===== src/rtl/pad_port_ctrl.sv =====
// ============================================================================
// Module      : pad_port_ctrl
// Description : Pad input port conditioning (synchroniser, input-enable
//               masking, optional glitch filter) with edge-event interrupts.
//               Filter built only when PAD_PORT_CTRL_GLITCH_FILTER_EN is defined.
// Revision    : 1.0 - initial release
// ============================================================================
`default_nettype none

module pad_port_ctrl #(
    parameter int NB_PINS    = 16,
    parameter int FILT_CNT_W = 4
) (
    input  logic                  clk_in,
    input  logic                  rst_n,
    input  logic [NB_PINS-1:0]    pad_pmux_din,
    input  logic [NB_PINS-1:0]    pmux_pad_ie,
    input  logic [FILT_CNT_W-1:0] filt_thresh,
    input  logic [NB_PINS-1:0]    irq_rise_en,
    input  logic [NB_PINS-1:0]    irq_fall_en,
    input  logic [NB_PINS-1:0]    irq_clr,
    output logic [NB_PINS-1:0]    port_din,
    output logic [NB_PINS-1:0]    irq_pending,
    output logic                  irq
);

    logic [NB_PINS-1:0] sync1;
    logic [NB_PINS-1:0] sync2;
    logic [NB_PINS-1:0] masked;
    logic [NB_PINS-1:0] din_d;
    logic [NB_PINS-1:0] rise;
    logic [NB_PINS-1:0] fall;

    always_ff @(posedge clk_in or negedge rst_n) begin
        if (!rst_n) begin
            sync1 <= '0;
            sync2 <= '0;
        end else begin
            sync1 <= pad_pmux_din;
            sync2 <= sync1;
        end
    end

    // Masking after the synchroniser makes an ie drop look like a normal falling input.
    assign masked = sync2 & pmux_pad_ie;

`ifdef PAD_PORT_CTRL_GLITCH_FILTER_EN
    logic [FILT_CNT_W-1:0] cnt [NB_PINS];

    // cnt only increments while below the threshold, so it can never wrap.
    always_ff @(posedge clk_in or negedge rst_n) begin
        if (!rst_n) begin
            port_din <= '0;
            for (int i = 0; i < NB_PINS; i++) begin
                cnt[i] <= '0;
            end
        end else begin
            for (int i = 0; i < NB_PINS; i++) begin
                if (masked[i] == port_din[i]) begin
                    cnt[i] <= '0;
                end else if (cnt[i] >= filt_thresh) begin
                    port_din[i] <= masked[i];
                    cnt[i]      <= '0;
                end else begin
                    cnt[i] <= cnt[i] + FILT_CNT_W'(1);
                end
            end
        end
    end
`else
    logic unused_filt_thresh;
    assign unused_filt_thresh = ^filt_thresh;

    always_ff @(posedge clk_in or negedge rst_n) begin
        if (!rst_n) begin
            port_din <= '0;
        end else begin
            port_din <= masked;
        end
    end
`endif

    assign rise = port_din & ~din_d;
    assign fall = ~port_din & din_d;

    // Set has priority over a coincident clear.
    always_ff @(posedge clk_in or negedge rst_n) begin
        if (!rst_n) begin
            din_d       <= '0;
            irq_pending <= '0;
        end else begin
            din_d       <= port_din;
            irq_pending <= (irq_pending & ~irq_clr)
                         | (rise & irq_rise_en)
                         | (fall & irq_fall_en);
        end
    end

    assign irq = |irq_pending;

endmodule

`default_nettype wire


===== config.mk =====
export PLATFORM = sky130hd
export DESIGN_NAME = pad_port_ctrl
export DESIGN_NICKNAME = d
export VERILOG_FILES = /design/src/rtl/pad_port_ctrl.sv
export SDC_FILE = /design/constraint.sdc
export NUM_CORES = 1
export LEC_CHECK = 0
export ABC_AREA = 1
export CAP_MARGIN = 20
export CORE_MARGIN = 10
export CORE_UTILIZATION = 43
export CTS_BUF_LIST = sky130_fd_sc_hd__clkbuf_8
export DETAILED_ROUTE_END_ITERATION = 10
export PLACE_DENSITY = 0.89
export REMOVE_ABC_BUFFERS = 1
export SETUP_SLACK_MARGIN = 0.05
export SLEW_MARGIN = 25
export SYNTH_ARGS = -nofsm -noshare
export SYNTH_HDL_FRONTEND = slang
export SYNTH_SLANG_ARGS = --single-unit

===== constraint.sdc =====
create_clock -name clk_in -period 1.1 [get_ports clk_in]
set_clock_uncertainty 0.2 [all_clocks]
set_input_delay 0.22 -clock clk_in [delete_from_list [all_inputs] [get_ports clk_in]]
set_output_delay 0.22 -clock clk_in [all_outputs]
set_load 0.01 [all_outputs]

==> summary.txt <==
Run status
  • Outcome: finished with violations
  • Failing checks: setup timing

STA
  • Min Clock Period, post-route: 1.69 ns
  • Max Fclk: 593 MHz
  • Fin. Hold Viols: 0
  • Setup tns final: -8.40 ns
  • Worst hold slack: just under 0.07 ns
  • RSZ-0062 raised after global routing: true
  • # setup viols final: 33
  • Max_slew headroom: 0.882
  • Tcrit/Tclk final: 1.53
  • Setup WS post-layout: -0.585 ns
  • Slew Viols, Final: 0
  • Actual slew at the worst max-slew pin: 0.177 ns

Logic synthesis
  • Synth top area share: 0.759
  • Synth top area cells: dfrtp_1 76%, nand2_1 7.5%, inv_1 6.8%
  • Simple-gate portion of the synthesized area: 0.173
  • Synth warn: 0
  • Sequential area share after synthesis: 0.759
  • Post-synth top area cell: dfrtp_1
  • Main combinational cell family by area after synthesis: simple AND/OR/NAND/NOR gates
  • Most frequent cell after synthesis: dfrtp_1
  • Post-synthesis mux area share: 0
  • Syn_area_per_cell: 11.0 um2
  • XOR/XNOR Fraction of Synth Area: 0
  • EDFF count, synth: 0
  • Synth unique cells: 5
  • Adder-Cell Fraction of Synth Area: 0
  • Top cells by count, synth: 80 x dfrtp_1, 53 x nand2_1, 48 x inv_1
  • Main synth FF type: dfrtp_1
  • Fraction of registers with async set/reset: 1.00
  • Synth Register Bits: 80
  • Post-Synthesis Cell Area: 2640 um2
  • Compound-Gate Fraction of Synth Area: 0
  • Synth Instances: 239

Worst setup path
  • CP Class: register to primary output
  • Worst R2R End: irq_pending[7]
  • Reg2Reg Launch Point: irq_pending[7]
  • Crit path largest cell delay: 0.39 ns
  • CP bufs+invs: 1
  • Crit-path max FO: 2
  • Reg2Reg Depth: 4
  • Max stage delay cell, worst path: dfrtp_1
  • Cell Chain, Critical Path: nor2_1, nand2_1, nor2_2, nand2_1, buf_2
  • Cell mode on critical path: nand2_1
  • Crit path DAT: 1.27 ns
  • CP Capture Type: primary output
  • Flop-to-flop setup slack: 0.01 ns
  • Delay-heaviest family, CP: simple AND/OR/NAND/NOR gates
  • Critical Path RT: 0.68 ns
  • Crit path launch type: register

Drt
  • TritonRoute pass-1 iters: 4
  • WL final: 7.72 mm
  • Remaining DRCs: 0
  • Vias/cell: 4.56
  • Post-DRT Antenna Nets: 0
  • Via count: 2,205
  • Initial DRC count: 83
  • DR WL/cell: 16.0 um

Global routing
  • Vias in the first global route: roughly 2.4k
  • Antenna violations before repair: 0
  • Pin count of the biggest net entering global routing: 29
  • First-pass GRT wire length: 11.3 mm
  • GRT Total Usage: 0.147
  • Global route overflow: 0

Cells and area
  • Number of diodes: 0
  • Multi-input logic area: 619 um2
  • Final std cells w/o fill: 484
  • Area Overhead vs Synth: 74.8%
  • Layout cell share with drive strength beyond 1: 0.311
  • Reg area: 2000 um2
  • # fillers: 405
  • Fin nets: 491

Placed design
  • Placer Congestion: 0.824
  • Post-Place Cells: 456
  • Dpl hpwl: approximately 5.4 mm
  • Setup WS pre-CTS: -0.532 ns
  • Port Buf Inserts: 114

Floorplan
  • Die area: 9670 um2
  • Die Wd: roughly 98 um
  • Row count: 28
  • CORE AREA: 5960 um2
  • Initial core utilization: 0.443
  • Die outline height: 98.3 um
  • # IOs: 119

Clocking
  • Clock sinks: 80
  • Max clock buf depth: 2
  • CTS tree: yes
  • H-tree depth: 3
  • Worst-path clk slew: 0.07 ns
  • Worst skew pair latency: 0.33 ns
  • TritonCTS Buffers: 9
  • CTS root buf: clkbuf_8

Job
  • Max-cap violations: 0

Power and ir drop
  • VDD IR max: just under 1000 uV
  • Power Dens Cells: 1350 nW/um2
  • Pleak: approximately 0.0024 uW

Min path
  • Hold crit path type: primary input to asynchronous set/reset pin
-- report_power, final --
group,switching (uW),total [uW],internal [uW]
combinational,454,1170,717
sequential,90.0,3210,3120
clock,944,1860,914
-- flip-flops by register name, indices dropped and copies added, names as in the netlist --
signal and cells:
din_d 16, irq_pending 16, port_din 16, sync1 16
sync2 16
-- layout by cell type, fill, tap and decap left out, drive strengths merged --
| cell type | synthesis | final |
|---|---|---|
| buf | 0 | 74 |
| clkbuf | 0 | 11 |
| clkdlybuf4s50 | 0 | 80 |
| clkinv | 0 | 4 |
| dfrtp | 80 | 80 |
| dlygate4sd3 | 0 | 1 |
| inv | 48 | 48 |
| nand2 | 53 | 53 |
| nand3 | 32 | 32 |
| nor2 | 26 | 26 |
-- through the flow --
| step | area, um2 | power (uW) | utilization |
|---|---|---|---|
| finish | 4610 | 6240 | 0.775 |
| global route | 4610 | 6550 | 0.775 |
| CTS | 4430 | 6210 | 0.744 |
| detailed placement | 4120 | 4230 | 0.692 |
| global placement | 4120 | 4200 | 0.692 |
| floorplan | 2640 | 3470 | - |
-- final cells by class --
type | instances | area share
repair buffers | 155 | 0.335
clock inverters | 4 | 0.00434
multi-input cells | 111 | 0.134
well taps | 75 | 0.0203
inverters | 48 | 0.0391
clock buffers | 11 | 0.0328
flip-flops and latches | 80 | 0.434
-- per-layer routing --
layer | vias to the layer above | GRT usage | wire [um]
li1 | 1040 | - | -
met1 | 1049 | 0.146 | 2700
met2 | 95 | 0.257 | 4180
met3 | 21 | 0.0557 | 590
met4 | 0 | 0.0805 | 253
met5 | - | 0 | 0
-- cell families after synthesis --
logic type	count (synthesis)
buffers and inverters	48
DFF	80
and+or+nand+nor	111
-- worst max path at each step --
| stage | from | end | cells past startpoint | slack [ns] |
|---|---|---|---|---|
| 3_5_place_dp | irq_pending[6] | irq | 5 | -0.53 |
| 6_report | irq_pending[12] | irq | 5 | -0.59 |
| 3_3_place_gp | irq_pending[6] | irq | 5 | -0.51 |
| 5_1_grt | irq_pending[14] | irq | 5 | -0.66 |
| 4_1_cts | irq_pending[7] | irq | 5 | -0.54 |
| 2_1_floorplan | irq_pending[6] | irq | 4 | -0.06 |
-- timing repair --
action | in CTS | in global routing
hold endpoints to repair | 80 | 0
setup endpoints to repair | 35 | 46
hold buffers | 1 | 0
pin swaps | 10 | 16
gates resized for setup | 179 | 47
setup buffers | 17 | 8
(Power assumes the default switching activity.)
